<file path="src/rtl/fp16_pkg.sv">
// Shared FP16 constants and the skew-feeder state encoding.
// Arithmetic-core latencies here set the default done-flag delay of the feeder.
package fp16_pkg;

    localparam int FP_WIDTH  = 16;
    localparam int EXP_BITS  = 5;
    localparam int FRAC_BITS = 10;

    localparam logic [FP_WIDTH-1:0] FP16_ZERO = 16'h0000;

    localparam int MULT_LATENCY = 1;
    localparam int ADD_LATENCY  = 1;

    // Multiplier output, then one accumulate cycle, before a row may see done.
    localparam int DEFAULT_DONE_DELAY = MULT_LATENCY + ADD_LATENCY + 1;

    typedef enum logic [1:0] {
        ST_IDLE   = 2'd0,
        ST_STREAM = 2'd1,
        ST_FLUSH  = 2'd2
    } feeder_state_e;

endpackage

</file>
<file path="src/rtl/skew_delay_line.sv">
// Fixed-depth shift register with synchronous reset; DEPTH=0 is a plain wire.
// Used for both the per-row data skew and the per-row done-marker delay.
module skew_delay_line #(
    parameter int WIDTH = 16,
    parameter int DEPTH = 1
) (
    input  logic             clk,
    input  logic             reset,
    input  logic [WIDTH-1:0] i_d,
    output logic [WIDTH-1:0] o_q
);

    if (DEPTH == 0) begin : g_pass
        logic w_unused_clk_rst;
        assign w_unused_clk_rst = clk | reset;
        assign o_q = i_d;
    end else begin : g_shift
        logic [WIDTH-1:0] r_stage [DEPTH];

        always_ff @(posedge clk) begin
            if (reset) begin
                // NOTE: every stage is cleared so a reset mid-stream cannot leak stale data or a done marker.
                r_stage <= '{default: '0};
            end else begin
                // NOTE: non-blocking assignments let each stage take its neighbour's pre-edge value.
                r_stage[0] <= i_d;
                for (int i = 1; i < DEPTH; i++) begin
                    r_stage[i] <= r_stage[i-1];
                end
            end
        end

        assign o_q = r_stage[DEPTH-1];
    end

endmodule

</file>
<file path="src/rtl/systolic_skew_feeder.sv">
// West-edge feeder for the FP16 systolic array: one A column in per cycle,
// row r delayed by r extra cycles, plus a per-row done pulse after the last product.
module systolic_skew_feeder
    import fp16_pkg::*;
#(
    parameter int WIDTH      = FP_WIDTH,
    parameter int ROWS       = 4,
    parameter int DONE_DELAY = DEFAULT_DONE_DELAY,
    parameter int CNT_W      = 16
) (
    input  logic                  clk,
    input  logic                  reset,
    input  logic                  s_valid,
    output logic                  s_ready,
    input  logic [ROWS*WIDTH-1:0] s_data,
    input  logic                  s_last,
    output logic [ROWS*WIDTH-1:0] out_a,
    output logic [ROWS-1:0]       done,
    output logic                  busy,
    output logic [CNT_W-1:0]      k_count
);

    localparam int FLUSH_CYCLES = ROWS + DONE_DELAY;
    localparam int FLUSH_W      = (FLUSH_CYCLES > 1) ? $clog2(FLUSH_CYCLES) : 1;
    localparam logic [FLUSH_W-1:0] FLUSH_LOAD = FLUSH_W'(FLUSH_CYCLES - 1);

    feeder_state_e         r_state;
    feeder_state_e         w_state_nxt;
    logic [FLUSH_W-1:0]    r_flush_cnt;
    logic [FLUSH_W-1:0]    w_flush_cnt_nxt;
    logic [CNT_W-1:0]      r_k_count;
    logic [CNT_W-1:0]      w_k_count_nxt;
    logic [ROWS*WIDTH-1:0] r_inject;
    logic                  r_last_mark;
    logic                  w_accept;

    assign s_ready  = !reset && (r_state != ST_FLUSH);
    assign w_accept = s_valid && s_ready;
    assign busy     = (r_state != ST_IDLE);
    assign k_count  = r_k_count;

    always_comb begin
        // NOTE: defaults first, so no path through the case can infer a latch.
        w_state_nxt     = r_state;
        w_flush_cnt_nxt = r_flush_cnt;
        w_k_count_nxt   = r_k_count;

        case (r_state)
            ST_IDLE: begin
                if (w_accept) begin
                    w_k_count_nxt = CNT_W'(1);
                    if (s_last) begin
                        w_state_nxt     = ST_FLUSH;
                        w_flush_cnt_nxt = FLUSH_LOAD;
                    end else begin
                        w_state_nxt = ST_STREAM;
                    end
                end
            end
            ST_STREAM: begin
                if (w_accept) begin
                    if (r_k_count != '1) begin
                        w_k_count_nxt = r_k_count + CNT_W'(1);
                    end
                    if (s_last) begin
                        w_state_nxt     = ST_FLUSH;
                        w_flush_cnt_nxt = FLUSH_LOAD;
                    end
                end
            end
            ST_FLUSH: begin
                // Last FLUSH cycle is the one where the bottom row's done fires.
                if (r_flush_cnt == '0) begin
                    w_state_nxt = ST_IDLE;
                end else begin
                    w_flush_cnt_nxt = r_flush_cnt - FLUSH_W'(1);
                end
            end
            default: begin
                w_state_nxt = ST_IDLE;
            end
        endcase
    end

    always_ff @(posedge clk) begin
        if (reset) begin
            r_state     <= ST_IDLE;
            r_flush_cnt <= '0;
            r_k_count   <= '0;
            r_inject    <= '0;
            r_last_mark <= 1'b0;
        end else begin
            r_state     <= w_state_nxt;
            r_flush_cnt <= w_flush_cnt_nxt;
            r_k_count   <= w_k_count_nxt;
            // Bubbles are FP16 +0, which leaves every accumulator unchanged.
            r_inject    <= w_accept ? s_data : {ROWS{WIDTH'(FP16_ZERO)}};
            r_last_mark <= w_accept && s_last;
        end
    end

    for (genvar r = 0; r < ROWS; r++) begin : g_row
        skew_delay_line #(
            .WIDTH (WIDTH),
            .DEPTH (r)
        ) u_data_skew (
            .clk   (clk),
            .reset (reset),
            .i_d   (r_inject[r*WIDTH +: WIDTH]),
            .o_q   (out_a[r*WIDTH +: WIDTH])
        );

        skew_delay_line #(
            .WIDTH (1),
            .DEPTH (r + DONE_DELAY)
        ) u_done_skew (
            .clk   (clk),
            .reset (reset),
            .i_d   (r_last_mark),
            .o_q   (done[r])
        );
    end

endmodule

</file>
<file path="config.mk">
export PLATFORM = sky130hd
export DESIGN_NAME = systolic_skew_feeder
export DESIGN_NICKNAME = d
export VERILOG_FILES = /design/src/rtl/fp16_pkg.sv /design/src/rtl/skew_delay_line.sv /design/src/rtl/systolic_skew_feeder.sv
export SDC_FILE = /design/constraint.sdc
export NUM_CORES = 1
export LEC_CHECK = 0
export BUFFER_PORTS_ARGS = -buffer_cell sky130_fd_sc_hd__buf_2
export CORE_ASPECT_RATIO = 1.75
export CORE_MARGIN = 10
export CORE_UTILIZATION = 41
export DETAILED_ROUTE_END_ITERATION = 10
export GPL_ROUTABILITY_DRIVEN = 1
export SLEW_MARGIN = 0
export SYNTH_ARGS = -nofsm -noshare
export SYNTH_HDL_FRONTEND = slang
export SYNTH_SLANG_ARGS = --single-unit
export TNS_END_PERCENT = 1
</file>
<file path="constraint.sdc">
create_clock -name clk -period 2.5 [get_ports clk]
set_input_delay 0.25 -clock clk [delete_from_list [all_inputs] [get_ports clk]]
set_output_delay 0.25 -clock clk [all_outputs]
set_load 0.02 [all_outputs]
</file>
==> impl_metrics.env, run 1 <==
export IMPL_rsz0062_at_grt="false"
export IMPL_clkLatencyLatePin_ns=0.42
export IMPL_die_area_sq_mm=0.0201
export IMPL_combPwrFrac=0.050
export IMPL_fin_setup_tns_ns=0
export IMPL_cts_buffers=17
export IMPL_cts_buffer_depth=2
export IMPL_holdWs_ns=0.0555
export IMPL_final_area_sq_mm=0.00726
export IMPL_post_route_min_period_ns=2.11
export IMPL_first_pass_iters=4
export IMPL_critPathLaunchType="flop"
export IMPL_gp_congestion=0.838
export IMPL_power_density_mw_per_mm2=823
export IMPL_overflow=0
export IMPL_hpwl_um=9540
export IMPL_antenna_found_initial=1
export IMPL_post_cts_resized=0
export IMPL_cts_setup_buffers=0
export IMPL_synth_top_area_share=0.625
export IMPL_fmax_mhz=473
export IMPL_post_route_period_util=0.845
export IMPL_core_sq_mm=0.0144
export IMPL_avgSynthCellArea_sq_um=10.9
export IMPL_crit_fanout=9
export IMPL_port_buffer_count=153
export IMPL_synthMostInstantiatedCell="dfxtp_1"
export IMPL_grt_total_usage=0.130
export IMPL_dp_cells=827
export IMPL_end_kind="flop"
export IMPL_yosys_warnings=0
export IMPL_die_x_um=112
export IMPL_grt_pass1_vias=4027
export IMPL_layout_drive_gt1_share=0.294
export IMPL_switchingPower_uw=1440
export IMPL_synth_area_leaders="dfxtp_1 (62%), nor2b_1 (11%), and3_1 (6.9%)"
export IMPL_netlist_instances=555
export IMPL_p_seq_frac=0.519
export IMPL_vias=4048
export IMPL_die_h_um=180
export IMPL_crit_required_ns=2.81
export IMPL_clock_skew_final_ns=0.0105
export IMPL_yosys_area_top_type="dfxtp_1"
export IMPL_critPathKind="reg -> reg"
export IMPL_postSynthNetCount=626
export IMPL_cts_tree="done"
export IMPL_vias_per_cell=4.71
export IMPL_path_cells="ha_1 -> nand3_1 -> or4_1 -> o31a_1 -> o221a_1"
export IMPL_grt_pass1_wl_um=21100
export IMPL_run_status="finished, final reports clean"
export IMPL_ys_types=46
export IMPL_cp_slowest_cell="or4_1"
export IMPL_async_flop_share=0
export IMPL_clockPowerShare=0.431
export IMPL_io_pins=154
export IMPL_setup_viol=0
export IMPL_synth_seq_cells=188
export IMPL_maxCapViolCount=0
export IMPL_initial_core_util=0.419
export IMPL_clock_sinks=188
export IMPL_synth_seq_area_share=0.625
export IMPL_p_leak_uw=0.00337
export IMPL_ys_top_cells_by_count="dfxtp_1 (188), nor2b_1 (105), and3_1 (66)"
export IMPL_drt_iter0_markers=183
export IMPL_grt_max_degree=75
export IMPL_relSlewSlack=0.502
export IMPL_nets=737
export IMPL_route_final_wire_length_um=13200
export IMPL_root_buffer="clkbuf_16"
export IMPL_netlist_area_sq_mm=0.00602
export IMPL_post_drt_wl_per_cell_um=15.4
export IMPL_synth_edff_count=0
export IMPL_switching_share=0.241
export IMPL_layout_cells_non_filler=859
export IMPL_cts_hold_buf=0
export IMPL_dpl_cell_area_sq_mm=0.00668
export IMPL_ir_worst_vdd_mv=0.405
export IMPL_rows=58
export IMPL_finalHoldViolCount=0
export IMPL_tightest_slew_ns=0.747
export IMPL_drc=0
export IMPL_antenna_left=0
export IMPL_critPathBufInv=0
export IMPL_fin_util=0.506
export IMPL_internal_power_uw=4530
export IMPL_critical_path_top_delay_family="simple AND/OR/NAND/NOR gates"
export IMPL_area_growth_pct=20.6
export IMPL_ys_flop_type="dfxtp_1"
export IMPL_cts_max_level=4
export IMPL_slew_viol_final=0
export IMPL_clk_pin_slew_ns=0.08
export IMPL_arrival_ns=2.42
export IMPL_cpPeakStageDelay_ns=0.53
export IMPL_min_path_type="in -> reg"
-- final timing paths --
kind | startpoint | end | slack [ns] | depth (start not counted)
worst min register to register | g_row[3].u_data_skew.g_shift.r_stage[42] | g_row[3].u_data_skew.g_shift.r_stage[26] | 0.43 | 1
worst max-delay path | k_count[0] | k_count[14] | 0.39 | 5
worst max register to register | k_count[0] | k_count[14] | 0.39 | 5
worst min-delay path | s_data[5] | r_inject[5] | 0.06 | 2
-- worst reg2reg max path, cell delays in order, from the launching register on --
cell and delay [ns]:
dfxtp_1 0.43, ha_1 0.26, nand3_1 0.29, or4_1 0.53, o31a_1 0.26, o221a_1 0.24
-- per-layer routing --
metal | global-route usage | vias up | routed length (um)
met5 | 0 | - | 0
met4 | 0.0635 | 0 | 448
li1 | - | 2026 | -
met3 | 0.0473 | 31 | 824
met1 | 0.131 | 1883 | 5080
met2 | 0.231 | 108 | 6870
-- cell usage in the layout, fill, tap and decap left out, drive strengths merged, types with 2 or more instances in the layout --
| cell type | count |
|---|---|
| inv | 18 |
| nand3 | 9 |
| dfxtp | 188 |
| nor2b | 105 |
| nand2b | 3 |
| nand2 | 17 |
| a41oi | 2 |
| o32ai | 7 |
| and3 | 66 |
| nor4 | 4 |
| a21oi | 7 |
| a31oi | 4 |
| nand4 | 4 |
| o21ai | 5 |
| nor2 | 13 |
| nor3 | 4 |
| a211oi | 2 |
| or3 | 4 |
| o221a | 2 |
| a221oi | 3 |
| clkbuf | 17 |
| ha | 3 |
| clkinv | 8 |
| mux2i | 6 |
| buf | 161 |
-- layout make-up --
class                   instances  area, sq um
diodes                          1         2.50
flip-flops and latches        188         3760
inverters                      13         48.8
fillers                      1339         7100
well taps                     180          225
repair buffers                161          828
clock inverters                14          154
multi-input cells             285         1820
clock buffers                  17          425
-- registers in the layout, indices dropped and copies added, names as in the netlist --
register                           count
r_state                                2
g_row.u_done_skew.g_shift.r_stage      5
k_count                               16
r_flush_cnt                            3
r_last_mark                            1
r_inject                              64
g_row.u_done_skew.o_q                  1
g_row.u_data_skew.g_shift.r_stage     48
g_row.u_data_skew.o_q                 48
-- through the flow --
stage,total power [uW],worst slack [ns]
detailed placement,3480,0.418
global placement,3470,0.515
CTS,6060,0.401
global route,6220,0.320
finish,5980,0.388
floorplan,3360,0.541
-- power groups by stage --
stage	combinational (uW)	clock, uW	sequential [uW]
final	301	2570	3100
after global routing	334	2780	3110
after CTS	307	2650	3100
after detailed placement	306	0	3170
after global placement	300	0	3170
after floorplan	165	0	3190
-- kinds of logic (layout without fill, tap and decap cells) --
family | Yosys count | count (layout) | share of synthesized area
AND/OR/NAND/NOR | 237 | 237 | 0.235
XOR/XNOR | 1 | 1 | 0.00145
adder cells (fa/ha/maj) | 3 | 3 | 0.00623
AO/OA/AOI/OAI | 37 | 37 | 0.0455
other | 0 | 1 | 0
buffers and inverters | 82 | 205 | 0.0746
multiplexers | 7 | 7 | 0.0118
flip-flops | 188 | 188 | 0.625
(Power assumes the default switching activity.)
==> run 2, diff against run 1 <==
- ABC_AREA: default -> 1
- clock period: 2.5 -> 2.2 ns (I/O delays scaled with it)
==> impl_metrics.env, run 2 <==
export IMPL_netlist_instances=766
export IMPL_synth_area_leaders="dfxtp_1 (60%), nor2_1 (12%), inv_1 (12%)"
export IMPL_fmax_mhz=582
export IMPL_area_growth_pct=27.3
export IMPL_overflow=0
export IMPL_core_sq_mm=0.0149
export IMPL_yosys_warnings=0
export IMPL_drt_iter0_markers=125
export IMPL_grt_max_degree=70
export IMPL_cts_max_level=4
export IMPL_post_route_period_util=0.781
export IMPL_grt_pass1_wl_um=20900
export IMPL_slew_viol_final=0
export IMPL_die_h_um=183
export IMPL_crit_reg2reg_launch="k_count[0]"
export IMPL_io_pins=154
export IMPL_rr_endpoint="k_count[10]"
export IMPL_nets=999
export IMPL_layout_common_cells="nor2_1 (204), inv_1 (193), dfxtp_1 (188), buf_2 (152), nand2_1 (55)"
export IMPL_cp_slowest_cell="dfxtp_1"
export IMPL_cpPeakStageDelay_ns=0.40
export IMPL_finalHoldViolCount=0
export IMPL_hpwl_um=8750
export IMPL_arrival_ns=2.07
export IMPL_hold_depth=3
export IMPL_cts_setup_buffers=0
export IMPL_first_pass_iters=6
export IMPL_async_flop_share=0
export IMPL_initial_core_util=0.418
export IMPL_synth_edff_count=0
export IMPL_final_common_cell="nor2_1"
export IMPL_synth_seq_cells=188
export IMPL_relSlewSlack=0.542
export IMPL_ys_flop_type="dfxtp_1"
export IMPL_maxCapViolCount=0
export IMPL_rsz0062_at_grt="false"
export IMPL_layout_drive_gt1_share=0.213
export IMPL_route_final_wire_length_um=12700
export IMPL_clkLatencyLatePin_ns=0.42
export IMPL_cts_buffer_depth=2
export IMPL_post_route_min_period_ns=1.72
export IMPL_regMostFlops="r_inject"
export IMPL_critPathLaunchType="flop"
export IMPL_cts_buffers=17
export IMPL_netlist_area_sq_mm=0.00623
export IMPL_ys_top_cells_by_count="nor2_1 (204), inv_1 (193), dfxtp_1 (188)"
export IMPL_critical_path_top_delay_family="simple AND/OR/NAND/NOR gates"
export IMPL_run_status="finished, final reports clean"
export IMPL_r2r_cells=7
export IMPL_ff2ff_setup_slack_ns=0.48
export IMPL_yosys_area_top_type="dfxtp_1"
export IMPL_antenna_left=0
export IMPL_power_density_mw_per_mm2=877
export IMPL_min_path_type="in -> reg"
export IMPL_avgSynthCellArea_sq_um=8.13
export IMPL_die_x_um=113
export IMPL_drc=0
export IMPL_crit_required_ns=2.55
export IMPL_layout_setup_ws_ns=0.482
export IMPL_postSynthNetCount=837
export IMPL_die_area_sq_mm=0.0207
export IMPL_grt_pass1_vias=4526
export IMPL_synth_top_area_share=0.604
export IMPL_fillers=1446
export IMPL_ir_worst_vdd_mv=0.568
export IMPL_largest_reg_flops=64
export IMPL_port_buffer_count=153
export IMPL_crit_fanout=10
export IMPL_fin_util=0.532
export IMPL_vias_per_cell=4.04
export IMPL_tightest_slew_ns=0.686
export IMPL_place_ws_ns=0.493
export IMPL_clk_pin_slew_ns=0.08
export IMPL_whs_endpoint="r_inject[35]"
export IMPL_ys_types=26
export IMPL_grt_total_usage=0.125
export IMPL_critPathKind="reg -> reg"
export IMPL_gp_congestion=0.812
export IMPL_clock_skew_final_ns=0.0144
export IMPL_clock_sinks=188
export IMPL_post_drt_wl_per_cell_um=11.3
export IMPL_setup_viol=0
export IMPL_synth_seq_area_share=0.604
export IMPL_cts_tree="done"
export IMPL_rows=59
export IMPL_vias=4549
export IMPL_path_cells="ha_1 -> nand3_1 -> nor2_1 -> nand3_1 -> nand2_1 -> nand2_1 -> a21oi_1"
export IMPL_hold_start="s_data[35]"
export IMPL_end_kind="flop"
export IMPL_critPathBufInv=0
export IMPL_antenna_found_initial=2
export IMPL_fin_setup_tns_ns=0
export IMPL_p_leak_uw=0.00389
export IMPL_root_buffer="clkbuf_16"
export IMPL_synthMostInstantiatedCell="nor2_1"
## run 2: report_power, final
part           internal, uW  switching [uW]  total, uW
combinational           175             233        408
clock                  1630            1390       3020
sequential             3500            29.9       3530
## run 2: worst max-delay path by stage
stage / startpoint / endpoint / slack, ns / depth (start not counted)
floorplan: k_count[1] / k_count[6] / 0.49 / 9
global placement: k_count[1] / k_count[2] / 0.56 / 7
detailed placement: k_count[0] / k_count[2] / 0.49 / 7
CTS: k_count[0] / k_count[10] / 0.48 / 7
global route: k_count[0] / k_count[3] / 0.24 / 7
finish: k_count[0] / k_count[10] / 0.48 / 7
## run 2: metrics by stage
stage	hold WS (ns)	area (sq um)	cells	total power, uW
after floorplan	0.332	6230	766	3830
after global placement	0.388	6890	1048	3950
after detailed placement	0.392	6890	1048	3960
after CTS	0.000751	7930	1124	7070
after global routing	0.00294	7930	1125	7250
final	0.0153	7930	1125	6950
## run 2: cell type report
type	instances	area, sq um	area share
Antenna cell	1	2.50	0.000316
Clock buffer	17	425	0.0536
Clock inverter	15	171	0.0216
Inverter	197	739	0.0932
Multi-Input combinational cell	322	1350	0.171
Sequential cell	188	3760	0.475
Tap cell	183	229	0.0289
Timing Repair Buffer	202	1250	0.157
## run 2: timing repair
| action | in CTS | in global routing |
|---|---|---|
| hold buffers | 44 | 0 |
| gates resized for setup | 0 | 0 |
| hold endpoints to repair | 44 | 0 |
## run 2: per-layer routing
metal / up-vias / part of all wire / global-route usage
met2: 116 / 0.53 / 0.219
met3: 26 / 0.073 / 0.0536
met5: - / 0 / 0
met1: 1958 / 0.37 / 0.120
li1: 2449 / - / -
met4: 0 / 0.030 / 0.0683
## run 2: worst register-to-register path: stages, from the launching register on
cell	delay [ns]
dfxtp_1	0.40
ha_1	0.24
nand3_1	0.13
nor2_1	0.21
nand3_1	0.12
nand2_1	0.30
nand2_1	0.10
a21oi_1	0.14
## run 2: logic make-up after synthesis
family	synth area share
AOI/OAI and AO/OA	0.0229
xor gates and xnor gates	0.00281
adders and majority gates	0.00602
buffers and inverters	0.179
DFF	0.604
and+or+nand+nor	0.186
